## config.mk

```make
export PLATFORM = sky130hd
export DESIGN_NAME = disp_scan_ctrl
export DESIGN_NICKNAME = d
export VERILOG_FILES = /design/src/rtl/disp_scan_ctrl.sv
export SDC_FILE = /design/constraint.sdc
export NUM_CORES = 1
export LEC_CHECK = 0
export CELL_PAD_IN_SITES_DETAIL_PLACEMENT = 1
export CELL_PAD_IN_SITES_GLOBAL_PLACEMENT = 1
export CORE_MARGIN = 1.5
export CORE_UTILIZATION = 40
export CTS_CLUSTER_DIAMETER = 40
export DETAILED_ROUTE_END_ITERATION = 12
export PLACE_DENSITY = 0.73
export SLEW_MARGIN = 20
export SYNTH_ARGS = -nofsm -noshare
export SYNTH_HDL_FRONTEND = slang
export SYNTH_SLANG_ARGS = --single-unit
```

## constraint.sdc

```tcl
create_clock -name clock -period 2.5 [get_ports clock]
set_clock_uncertainty 0.15 [all_clocks]
set_input_delay 0.5 -clock clock [delete_from_list [all_inputs] [get_ports clock]]
set_output_delay 0.5 -clock clock [all_outputs]
set_load 0.005 [all_outputs]
```

## src/rtl/disp_scan_ctrl.sv

```systemverilog
// Multiplexed 7-segment scan controller: double-buffered BCD word, blanked
// digit stepping with a prescaled tick, optional leading-zero suppression.
module disp_scan_ctrl #(
    parameter int unsigned DIGITS      = 4,
    parameter int unsigned DIV         = 1000,
    parameter int unsigned ON_TICKS    = 4,
    parameter int unsigned BLANK_TICKS = 1
) (
    input  logic                  clock,
    input  logic                  reset_n,
    input  logic                  enable,
    input  logic                  load,
    input  logic [4*DIGITS-1:0]   bcd_in,
    input  logic                  lz_suppress,
    output logic [3:0]            val_out,
    output logic [DIGITS-1:0]     digit_en_n,
    output logic                  pending,
    output logic                  load_ack,
    output logic                  frame_done
);

    localparam int unsigned CW   = $clog2(DIV);
    localparam int unsigned TMAX = (ON_TICKS > BLANK_TICKS) ? ON_TICKS : BLANK_TICKS;
    localparam int unsigned TW   = $clog2(TMAX + 1);
    localparam int unsigned IW   = $clog2(DIGITS);

    typedef enum logic {
        BLANK,
        SHOW
    } state_t;

    state_t                state_q, state_d;
    logic [IW-1:0]         idx_q, idx_d;
    logic [CW-1:0]         cnt_q, cnt_d;
    logic [TW-1:0]         tcnt_q, tcnt_d;
    logic [4*DIGITS-1:0]   active_q, active_d;
    logic [4*DIGITS-1:0]   shadow_q, shadow_d;
    logic                  pending_q, pending_d;
    logic                  load_ack_q, load_ack_d;
    logic                  frame_done_q, frame_done_d;
    logic [DIGITS-1:0]     digit_en_n_q, digit_en_n_d;
    logic [3:0]            val_out_q, val_out_d;

    logic                  tick;
    logic                  tick_last;
    logic                  frame_end;
    logic                  swap;
    logic                  zero_run;
    logic [DIGITS-1:0]     suppress;

    always_comb begin
        state_d      = state_q;
        idx_d        = idx_q;
        cnt_d        = cnt_q;
        tcnt_d       = tcnt_q;
        active_d     = active_q;
        shadow_d     = shadow_q;
        pending_d    = pending_q;
        load_ack_d   = 1'b0;
        frame_done_d = 1'b0;
        tick         = 1'b0;
        tick_last    = 1'b0;
        frame_end    = 1'b0;
        swap         = 1'b0;

        if (enable) begin
            tick  = (cnt_q == CW'(DIV - 1));
            cnt_d = tick ? '0 : cnt_q + 1'b1;
            if (tick) begin
                tick_last = (state_q == BLANK) ? (tcnt_q == TW'(BLANK_TICKS - 1))
                                               : (tcnt_q == TW'(ON_TICKS - 1));
                if (tick_last) begin
                    tcnt_d = '0;
                    if (state_q == BLANK) begin
                        state_d = SHOW;
                    end else begin
                        state_d = BLANK;
                        if (idx_q == IW'(DIGITS - 1)) begin
                            idx_d     = '0;
                            frame_end = 1'b1;
                        end else begin
                            idx_d = idx_q + 1'b1;
                        end
                    end
                end else begin
                    tcnt_d = tcnt_q + 1'b1;
                end
            end
        end else begin
            cnt_d   = '0;
            tcnt_d  = '0;
            state_d = BLANK;
            idx_d   = '0;
        end

        // While disabled there is no frame boundary, so a pending word swaps immediately.
        swap = pending_q & (frame_end | ~enable);
        if (swap) begin
            active_d   = shadow_q;
            pending_d  = 1'b0;
            load_ack_d = 1'b1;
        end
        if (load) begin
            shadow_d  = bcd_in;
            pending_d = 1'b1;
        end
        frame_done_d = frame_end;

        zero_run = 1'b1;
        suppress = '0;
        for (int unsigned k = 0; k < DIGITS; k++) begin
            zero_run = zero_run & (active_d[4*(DIGITS-1-k) +: 4] == 4'd0);
            if (k != DIGITS - 1) begin
                suppress[DIGITS-1-k] = lz_suppress & zero_run;
            end
        end

        digit_en_n_d = '1;
        if (state_d == SHOW && !suppress[idx_d]) begin
            digit_en_n_d[idx_d] = 1'b0;
        end

        // Refreshing throughout BLANK equals loading on entry: active and idx only move then.
        val_out_d = (state_d == BLANK) ? active_d[4*idx_d +: 4] : val_out_q;
    end

    always_ff @(posedge clock or negedge reset_n) begin
        if (!reset_n) begin
            state_q      <= BLANK;
            idx_q        <= '0;
            cnt_q        <= '0;
            tcnt_q       <= '0;
            active_q     <= '0;
            shadow_q     <= '0;
            pending_q    <= 1'b0;
            load_ack_q   <= 1'b0;
            frame_done_q <= 1'b0;
            digit_en_n_q <= '1;
            val_out_q    <= '0;
        end else begin
            state_q      <= state_d;
            idx_q        <= idx_d;
            cnt_q        <= cnt_d;
            tcnt_q       <= tcnt_d;
            active_q     <= active_d;
            shadow_q     <= shadow_d;
            pending_q    <= pending_d;
            load_ack_q   <= load_ack_d;
            frame_done_q <= frame_done_d;
            digit_en_n_q <= digit_en_n_d;
            val_out_q    <= val_out_d;
        end
    end

    assign val_out    = val_out_q;
    assign digit_en_n = digit_en_n_q;
    assign pending    = pending_q;
    assign load_ack   = load_ack_q;
    assign frame_done = frame_done_q;

endmodule

```

==> summary.md, run 1 <==
| Metric | Value |
|---|---|
| Total of hold buffers inserted after clock tree synthesis | `0` |
| WL final | `approximately 7.1 mm` |
| Total DRC errors in the routed layout | `0` |
| Register area share after synthesis | `52.4%` |
| Sort of element at the start of the critical path | `register` |
| Post-synthesis cell area | `around 2800 um2` |
| Highest fanout seen on the critical path | `5` |
| Number of failing setup endpoints in the final timing report | `4` |
| Global route total overflow | `0` |
| Worst hold-check path type | `in2async` |
| Post-synth net total | `just under 300` |
| # diodes | `0` |
| Vias | `2257` |
| Power Density | `between 600 and 700 nW/um2` |
| WP data arrival | `about 2.6 ns` |
| Worst R2R Setup Slack | `-0.04 ns` |
| Peak supply drop | `0.342 mV` |
| Number of placement rows | `30` |
| Number of buffers created by CTS | `9` |
| Setup slack of the critical path after layout | `-0.0371 ns` |
| Leading area contributor after synthesis | `dfrtp_1` |
| I/O pin count | `32` |
| Cell with the most instances after synthesis | `dfrtp_1` |
| Starting density of the core | `just over 40%` |
| Bufs on Longest Clock Path | `2` |
| Post-synth EDFFs | `0` |
| Vias per std cell | `5.20` |
| Category of the critical setup timing path | `reg2reg` |
| Endpoint type of the worst setup path | `register` |
| Wirelength per Cell | `16.3 um` |
| Most used DFF post-synth | `dfrtp_1` |
| CTS Root Buffer Type | `clkbuf_8` |
| Count of maximum capacitance violations | `0` |
| Worst-skew pair later-pin latency | `roughly 0.34 ns` |
| Share of the core filled with cells | `a little under three fifths` |
| Critical register-to-register path startpoint | `cnt_q[0]` |
| Global-route wire length before repair | `roughly 12 mm` |
| H-tree levels | `3` |
| Slew at the pin with the worst max-slew slack | `just over 0.5 ns` |
| Post-route clock period utilization | `101%` |
| Register-to-Register Path Depth | `9` |
| Clk sink count | `59` |
| Area share of the leading cell type in the synthesized netlist | `about 49%` |
| Fmax achieved | `between 0.3 and 0.4 GHz` |
| Proportion of register bits with asynchronous set or reset after synthesis | `100%` |
| Area growth, synth to finish | `35.3%` |
| Outcome | `finished with violations` |
| Post-Synth Adder-Cell Area | `around 2.2%` |
| Synthesized-area fraction occupied by xor and xnor cells | `2.79%` |
| Slew headroom | `between 60 and 70%` |
| Number of hold-slack violations in the final timing report | `0` |
| Leading cell types by count after synthesis | `55 x dfrtp_1, 42 x nand2_1, 24 x mux2_2, 24 x o211ai_1, 17 x nor2_1` |
| Violations in the final reports | `setup timing` |
| Weighted congestion at the end of routability-driven global placement | `0.777` |
| Largest family of logic cells by synthesized area | `simple AND/OR/NAND/NOR gates` |
| Simple logic cell fraction of the synthesized area | `15.7%` |
| TritonCTS clock tree | `done` |
| Number of global-route vias before repair | `between 2000 and 2500` |
| Warning count from the yosys run | `0` |
| Worst Path Required | `between 2 and 3 ns` |
| Share of cells above drive strength 1 | `28.7%` |
| Port bufs | `31` |
| Pin count of the biggest net entering global routing | `60` |
| Synth area leaders | `dfrtp_1 49%, mux2_2 9.6%, o211ai_1 6.4%` |
| Chip height | `87.1 um` |
| Number of synthesized register bits | `59` |
| Synthesized netlist cell count | `between 200 and 300` |
| CTS clk-pin slew, worst paths | `approximately 0.07 ns` |
| Complex-gate fraction of the synthesized area | `between 10% and 20%` |
| First element of the critical path | `cnt_q[0]` |
| Final period demand of the worst path | `2.54 ns` |
| Number of nets still failing antenna checks after routing | `0` |
| Terminus of the critical flop-to-flop path | `val_out[3]` |
| RSZ-0062 raised after global routing | `yes` |
| Placeable core region | `6830 um2` |
| Iter 0 DRT Violations | `96` |
| Critical path endpoint | `val_out[3]` |
| Die Width | `a little under 90 um` |
| Setup slack after placement | `-0.102 ns` |
| Antenna violations before repair | `0` |
| Total negative slack | `-0.0995 ns` |
| Die Area | `about 7600 um2` |
| Average instance area after synthesis | `between 10 and 15 um2` |
| Leakage power | `~1.7 nW` |
| Total global routing track utilization | `20.4%` |
| Initial DRT Pass Iterations | `4` |
| Unique masters post-synth | `36` |
| Number of nets in the layout | `359` |
| Number of max-slew violations in the final report | `0` |
| Detailed-placement wirelength estimate | `around 4.8 mm` |
| Mux cell area share after synthesis | `approximately a tenth` |
## stage by stage
step           area (um2)  hold slack (ns)  cells  total power, mW
2_1_floorplan        2870           0.0544    268             1.26
3_3_place_gp         3430            0.313    405             1.41
3_5_place_dp         3430            0.324    405             1.42
4_1_cts              3710           0.0144    429             2.36
5_1_grt              3820           0.0244    434             2.46
6_report             3820          0.00620    434             2.34
## sequential cells by signal (all words and copies together) (netlist names)
signal,cells
active_q,16
shadow_q,16
cnt_q,10
digit_en_n,4
val_out,4
tcnt_q,3
idx_q,2
frame_done,1
load_ack,1
pending,1
state_q,1
## per-layer routing
layer | GRT usage [%] | part of all wire, % | routed length, um
met3 | 5.78 | 3.0 | 211
met2 | 35.3 | 52 | 3710
met5 | 0 | 0 | 0
met1 | 24.5 | 43 | 3080
met4 | 6.01 | 1.2 | 84
## cell families (layout without fill, tap and decap cells)
kind of cell    after synthesis  after routing
simple gates                 94             94
flops                        59             59
buf+inv                      30            100
mux                          25             25
fa+ha+maj                     5              5
xor+xnor                      9              9
compound gates               46             46
## what timing repair did
item	4_1_cts	5_1_grt
pin swaps	9	14
setup buffers	8	5
endpoints found under the setup margin	4	6
resized for setup	6	12
## placed cells by master, fill, tap and decap left out, types with 2 or more instances in the layout
cell and n:
a21oi_1 4, buf_12 4, buf_4 28, buf_6 3, bufinv_16 2, clkbuf_1 2
clkbuf_8 9, clkdlybuf4s50_1 30, clkinv_2 2, clkinvlp_4 2, dfrtp_1 55, dfstp_2 4
ha_1 2, ha_4 2, inv_1 15, mux2_2 23, nand2_1 41, nand2b_1 3
nand3_1 13, nor2_1 17, nor3_1 3, nor4_1 6, o211ai_1 24, o21ai_0 9
or4_4 2, xnor2_1 4, xor2_1 4
## layout make-up
class                      instances  area [um2]
timing repair buffer              67         644
sequential                        59        1480
multi-input combinational        179        1300
clock inverter                     5        77.6
fill                             740        3010
clock buffer                      11         131
tap                               96         120
inverter                          17        70.1
## critical path, stage by stage, from the launching register on
cell and delay [ns]:
dfrtp_1 0.40, ha_4 0.17, nand4b_4 0.13, or4_4 0.55
o21a_1 0.22, buf_12 0.14, inv_4 0.05, mux2_4 0.29
o211ai_1 0.22, nand3_1 0.10
## worst min-delay path by stage
stage,to,cells after the start,start,slack [ns]
3_3_place_gp,active_q[0],2,active_q[0],0.31
6_report,tcnt_q[0],2,reset_n,0.006
3_5_place_dp,active_q[1],2,active_q[1],0.32
4_1_cts,tcnt_q[1],2,reset_n,0.01
5_1_grt,tcnt_q[1],2,reset_n,0.02
2_1_floorplan,active_q[0],0,reset_n,0.05
## power by group
| part | switching (mW) | internal, mW | total (mW) |
|---|---|---|---|
| clock network | 0.375 | 0.558 | 0.933 |
| registers | 0.0701 | 1.04 | 1.11 |
| logic | 0.140 | 0.159 | 0.299 |
| total | 0.585 | 1.76 | 2.34 |
Note: power is estimated with default switching activity, not from simulation.
==> run 2: changes to the inputs <==
--- a/config.mk
+++ b/config.mk
@@ -8,10 +8,13 @@
 export CELL_PAD_IN_SITES_DETAIL_PLACEMENT = 1
 export CELL_PAD_IN_SITES_GLOBAL_PLACEMENT = 1
 export CORE_MARGIN = 1.5
-export CORE_UTILIZATION = 40
+export CORE_UTILIZATION = 41
+export CTS_BUF_LIST = sky130_fd_sc_hd__clkbuf_8
 export CTS_CLUSTER_DIAMETER = 40
 export DETAILED_ROUTE_END_ITERATION = 12
-export PLACE_DENSITY = 0.73
+export HOLD_SLACK_MARGIN = 0.06
+export PLACE_DENSITY = 0.74
+export REMOVE_ABC_BUFFERS = 1
 export SLEW_MARGIN = 20
 export SYNTH_ARGS = -nofsm -noshare
 export SYNTH_HDL_FRONTEND = slang
==> summary.md, run 2 (same netlist as run 1, synthesis figures left out) <==
| Metric | Value |
|---|---|
| Number of failing setup endpoints in the final timing report | `2 (-2)` |
| Number of global-route vias before repair | `2432 (+1.9%)` |
| RSZ-0062 raised after global routing | `yes` |
| Largest regs | `active_q x16, shadow_q x16, cnt_q x10` |
| Worst R2R Setup Slack | `-0.02 ns (about the same)` |
| First element of the critical path | `tcnt_q[0]` |
| Highest fanout seen on the critical path | `8 (+3)` |
| Slew headroom | `68.6% (+2.8 points)` |
| Area growth, synth to finish | `31.5%` |
| Vias | `2263 (+0.27%)` |
| Clk sink count | `59 (unchanged)` |
| Global route total overflow | `0 (unchanged)` |
| Peak supply drop | `0.406 mV (+19%)` |
| Weighted congestion at the end of routability-driven global placement | `0.766 (-1.5%)` |
| Placeable core region | `6720 um2 (-1.6%)` |
| Fmax achieved | `0.396 GHz (+0.57%)` |
| Setup slack of the critical path after layout | `-0.0228 ns (+0.0143 ns)` |
| Number of hold-slack violations in the final timing report | `0 (unchanged)` |
| WL final | `7.22 mm (+1.7%)` |
| Total global routing track utilization | `21.4% (+1.1 points)` |
| Power Density | `628 nW/um2 (+2.7%)` |
| WP data arrival | `2.59 ns (about the same)` |
| Worst-skew pair later-pin latency | `0.34 ns (about the same)` |
| Die Area | `7400 um2 (-2.4%)` |
| I/O pin count | `32 (unchanged)` |
| Slew at the pin with the worst max-slew slack | `0.466 ns (-0.0423 ns)` |
| Antenna violations before repair | `0 (unchanged)` |
| Violations in the final reports | `setup timing` |
| Initial DRT Pass Iterations | `4 (unchanged)` |
| # diodes | `0 (unchanged)` |
| Leakage power | `1.65 nW (-1.1%)` |
| Number of placement rows | `30 (unchanged)` |
| Wirelength per Cell | `17.4 um (+6.4%)` |
| Number of nets in the layout | `356 (-0.84%)` |
| Worst hold-check path type | `reg2reg` |
| Share of the core filled with cells | `55.3% (-0.68 points)` |
| Endpoint type of the worst setup path | `register` |
| Critical register-to-register path startpoint | `tcnt_q[0]` |
| Iter 0 DRT Violations | `93 (-3.1%)` |
| Share of cells above drive strength 1 | `27.2% (-1.5 points)` |
| Global-route wire length before repair | `12.0 mm (+4.3%)` |
| Area used by multi-input combinational logic | `1270 um2 (-1.9%)` |
| Pin count of the biggest net entering global routing | `60 (unchanged)` |
| Vias per std cell | `5.45 (+4.9%)` |
| Total power of the final layout | `2.34 mW (-0.25%)` |
| CTS clk-pin slew, worst paths | `0.07 ns (about the same)` |
| Number of instances in the placed design | `392 (-3.2%)` |
| Final period demand of the worst path | `2.52 ns (-0.0143 ns)` |
| Number of non-filler instances in the completed layout | `415 (-4.4%)` |
| TritonCTS clock tree | `done` |
| Post-route clock period utilization | `101% (-0.57 points)` |
| Number of fillers in the final layout | `743 (+0.41%)` |
| Register cell area after layout | `1480 um2 (unchanged)` |
| Port bufs | `31 (unchanged)` |
| Chip height | `86.0 um (-1.2%)` |
| Bufs on Longest Clock Path | `2 (unchanged)` |
| Number of buffers created by CTS | `9 (unchanged)` |
| Worst hold start | `shadow_q[2]` |
| Category of the critical setup timing path | `reg2reg` |
| Number of max-slew violations in the final report | `0 (unchanged)` |
| Fin Hold WS | `0.350 ns (+0.344 ns)` |
| Worst Path Required | `2.56 ns (about the same)` |
| Most used cells in the layout excluding fill and tap cells | `55 x dfrtp_1, 41 x nand2_1, 30 x clkdlybuf4s50_1` |
| H-tree levels | `3 (unchanged)` |
| Sort of element at the start of the critical path | `register` |
| Starting density of the core | `42.1% (+0.69 points)` |
| Outcome | `finished with violations` |
| Leading cell type in the layout, fill and taps excluded | `dfrtp_1` |
| Number of nets still failing antenna checks after routing | `0 (unchanged)` |
| Die Width | `86.0 um (-1.2%)` |
| CTS Root Buffer Type | `clkbuf_8` |
| Total DRC errors in the routed layout | `0 (unchanged)` |
| Count of maximum capacitance violations | `0 (unchanged)` |
| Detailed-placement wirelength estimate | `4.84 mm (+1.0%)` |
-- run 2: area by class of cell --
class / count / share of cell area (%)
Timing Repair Buffer: 64 / 15.8
Multi-Input combinational cell: 179 / 34.3
Clock inverter: 7 / 2.26
Tap cell: 80 / 2.69
Sequential cell: 59 / 39.9
Inverter: 17 / 1.72
Clock buffer: 9 / 3.33
-- run 2: timing repair --
action                                 CTS  global route
setup endpoints to repair                4             6
endpoints found under the hold margin   55             0
hold buffers                             1             0
setup buffers                            3             3
pin swaps                                6             8
resized for setup                        9             5
-- run 2: through the flow --
| stage | TNS [ns] | area (um2) | worst slack (ns) |
|---|---|---|---|
| after floorplan | -1.01 | 2760 | -0.246 |
| after global placement | 0 | 3370 | 0.0192 |
| after detailed placement | -0.134 | 3370 | -0.0487 |
| after CTS | -0.00293 | 3650 | -0.00183 |
| after global routing | -0.448 | 3720 | -0.133 |
| final | -0.0330 | 3720 | -0.0228 |
-- run 2: final timing paths --
kind | end | depth (start not counted)
min in group asynchronous | tcnt_q[2] | 3
min | active_q[2] | 2
max in group asynchronous | digit_en_n[2] | 3
max | val_out[2] | 9
max reg2reg | val_out[2] | 9
min reg2reg | active_q[2] | 2
-- run 2: critical path: stages (launching register included) --
cell	delay, ns
dfrtp_1	0.36
ha_2	0.21
ha_4	0.16
nand2_4	0.06
or4_4	0.50
o21a_4	0.23
buf_8	0.14
mux2_4	0.30
o211ai_1	0.19
nand3_1	0.10
-- run 2: per-layer routing --
| metal | share of wire (%) | global-route usage (%) | vias to the layer above |
|---|---|---|---|
| met5 | 0 | 0 | - |
| met4 | 1.4 | 7.33 | 0 |
| met3 | 3.2 | 5.68 | 14 |
| met2 | 51 | 36.3 | 41 |
| met1 | 44 | 26.5 | 1147 |
| li1 | - | - | 1061 |
-- run 2: report_power, final --
group | leakage, nW | switching (mW) | internal (mW)
Combinational | 0.808 | 0.140 | 0.157
Sequential | 0.732 | 0.0725 | 1.04
Clock | 0.114 | 0.377 | 0.550
==> run 3: changes to the inputs <==
--- a/config.mk
+++ b/config.mk
@@ -7,6 +7,7 @@
 export LEC_CHECK = 0
 export CELL_PAD_IN_SITES_DETAIL_PLACEMENT = 1
 export CELL_PAD_IN_SITES_GLOBAL_PLACEMENT = 1
+export CORE_ASPECT_RATIO = 0.7
 export CORE_MARGIN = 1.5
 export CORE_UTILIZATION = 41
 export CTS_BUF_LIST = sky130_fd_sc_hd__clkbuf_8
==> summary.md, run 3 (same netlist as run 1, synthesis figures left out) <==
| Metric | Value |
|---|---|
| Setup slack of the critical path after layout | `-0.0144 ns (+0.00837 ns)` |
| Number of instances in the placed design | `412 (+5.1%)` |
| Worst hold-check path type | `reg2reg` |
| Number of global-route vias before repair | `2394 (-1.6%)` |
| Total negative slack | `-0.0144 ns (+0.0186 ns)` |
| Worst hold path cell count | `2 (unchanged)` |
| Share of cells above drive strength 1 | `29.7% (+2.5 points)` |
| Fin Hold WS | `0.338 ns (-0.0129 ns)` |
| Weighted congestion at the end of routability-driven global placement | `0.874 (+14%)` |
| Number of placement rows | `25 (-17%)` |
| Global-route wire length before repair | `12.6 mm (+4.5%)` |
| Starting density of the core | `42.0% (about the same)` |
| Number of non-filler instances in the completed layout | `438 (+5.5%)` |
| Sort of element at the start of the critical path | `register` |
| Category of the critical setup timing path | `reg2reg` |
| Highest fanout seen on the critical path | `8 (unchanged)` |
| Relative contribution of sequential cells to total power | `44.7% (-2.9 points)` |
| Placed cell areas | `3440 um2 (+2.2%)` |
| Number of failing setup endpoints in the final timing report | `1 (-1)` |
| Slew headroom | `59.5% (-9.1 points)` |
| CTS clk-pin slew, worst paths | `0.06 ns (about the same)` |
| Number of max-slew violations in the final report | `0 (unchanged)` |
| Antenna violations before repair | `0 (unchanged)` |
| Initial DRT Pass Iterations | `4 (unchanged)` |
| Violations in the final reports | `setup timing` |
| Largest regs | `active_q x16, shadow_q x16, cnt_q x10` |
| Wirelength per Cell | `17.8 um (+2.3%)` |
| Power Density | `648 nW/um2 (+3.0%)` |
| Post-route clock period utilization | `101% (-0.33 points)` |
| Clk sink count | `59 (unchanged)` |
| Global route total overflow | `0 (unchanged)` |
| Bufs on Longest Clock Path | `2 (unchanged)` |
| CTS Root Buffer Type | `clkbuf_8` |
| Total global routing track utilization | `23.2% (+1.8 points)` |
| Met1 Track Usage GR | `30.3% (+3.8 points)` |
| Int Power | `1.89 mW (+8.2%)` |
| WL final | `7.79 mm (+7.9%)` |
| Endpoint type of the worst setup path | `register` |
| Number of nets in the layout | `365 (+2.5%)` |
| Net switching component of the power | `598 uW (+1.4%)` |
| Global routing usage on met2 | `37.3% (+1.0 points)` |
| Pin count of the biggest net entering global routing | `27 (-55%)` |
| I/O pin count | `32 (unchanged)` |
| Total DRC errors in the routed layout | `0 (unchanged)` |
| Peak supply drop | `0.352 mV (-13%)` |
| Number of nets still failing antenna checks after routing | `0 (unchanged)` |
| Vias per std cell | `5.27 (-3.3%)` |
| # diodes | `0 (unchanged)` |
| WP data arrival | `2.58 ns (about the same)` |
| Number of hold-slack violations in the final timing report | `0 (unchanged)` |
| Worst Path Required | `2.56 ns (about the same)` |
| Die Area | `7410 um2 (+0.10%)` |
| Most used cells in the layout excluding fill and tap cells | `55 x dfrtp_1, 41 x nand2_1, 36 x buf_4` |
| Register-to-Register Path Depth | `9 (unchanged)` |
| Busiest layer in global routing | `met2` |
| Placeable core region | `6730 um2 (about the same)` |
| GRT met3 Usage | `6.84% (+1.2 points)` |
| Vias | `2309 (+2.0%)` |
| Slew at the pin with the worst max-slew slack | `0.601 ns (+0.135 ns)` |
| Iter 0 DRT Violations | `91 (-2.2%)` |
| Net Sw Frac | `24.0% (-1.2 points)` |
| H-tree levels | `3 (unchanged)` |
| Combinational Power Share | `12.8% (about the same)` |
| Area growth, synth to finish | `35.9%` |
| Clock network fraction of total power | `42.5% (+2.8 points)` |
| Leading cell type in the layout, fill and taps excluded | `dfrtp_1` |
| Number of buffers created by CTS | `9 (unchanged)` |
| Die Width | `102 um (+19%)` |
| RSZ-0062 raised after global routing | `yes` |
| Port bufs | `31 (unchanged)` |
| Post-Layout Inst Area | `3840 um2 (+3.4%)` |
| Count of maximum capacitance violations | `0 (unchanged)` |
| Leakage power | `1.69 nW (+2.5%)` |
| Outcome | `finished with violations` |
| Detailed-placement wirelength estimate | `5.55 mm (+15%)` |
| Chip height | `72.5 um (-16%)` |
| Fmax achieved | `0.398 GHz (+0.33%)` |
| Worst-skew pair later-pin latency | `0.34 ns (about the same)` |
| Final period demand of the worst path | `2.51 ns (-0.00837 ns)` |
| TritonCTS clock tree | `done` |
-- run 3: final cells by class --
| cell class | instances | area, um2 |
|---|---|---|
| flip-flops and latches | 59 | 1480 |
| inverters | 17 | 68.8 |
| repair buffers | 73 | 659 |
| well taps | 94 | 118 |
| multi-input cells | 179 | 1270 |
| clock inverters | 6 | 104 |
| clock buffers | 10 | 138 |
| fillers | 748 | 2880 |
-- run 3: through the flow --
step	util, %	setup WS [ns]	power, mW
6_report	57.1	-0.0144	2.49
3_3_place_gp	51.2	-0.0255	1.41
4_1_cts	56.1	-0.0211	2.50
2_1_floorplan	-	-0.246	1.25
5_1_grt	57.1	-0.118	2.60
3_5_place_dp	51.2	-0.0582	1.42
-- run 3: metal layers --
| layer | up-vias | wire length [um] |
|---|---|---|
| met3 | 14 | 309 |
| li1 | 1079 | - |
| met1 | 1170 | 3620 |
| met2 | 46 | 3740 |
| met5 | - | 0 |
| met4 | 0 | 116 |
-- run 3: worst max-delay path, cell delays in order (launching register included) --
cell,delay [ns]
dfrtp_1,0.36
ha_2,0.20
ha_4,0.15
nand2_2,0.06
or4_4,0.50
o21a_1,0.23
buf_4,0.17
mux2_2,0.27
o211ai_1,0.20
nand3_1,0.11
-- run 3: final timing paths --
path	from	endpoint	slack, ns
setup / recovery	tcnt_q[0]	val_out[2]	-0.01
hold / removal	active_q[3]	active_q[3]	0.34
setup reg to reg	tcnt_q[0]	val_out[2]	-0.01
hold reg to reg	active_q[3]	active_q[3]	0.34
max in group asynchronous	reset_n	digit_en_n[0]	1.01
min in group asynchronous	reset_n	shadow_q[0]	0.54
-- run 3: power by group through the flow --
stage	clock network (mW)	registers [mW]	logic, mW
6_report	1.06	1.11	0.318
5_1_grt	1.13	1.12	0.354
4_1_cts	1.08	1.11	0.308
3_5_place_dp	0	1.13	0.298
3_3_place_gp	0	1.12	0.286
2_1_floorplan	0	1.10	0.146
-- run 3: what timing repair did --
action / 4_1_cts / 5_1_grt
pin swaps: 6 / 9
gates resized for setup: 14 / 5
hold endpoints to repair: 22 / 0
buffers inserted: 3 / 6
endpoints found under the setup margin: 5 / 7
gates cloned: 0 / 0
hold buffers: 1 / 0
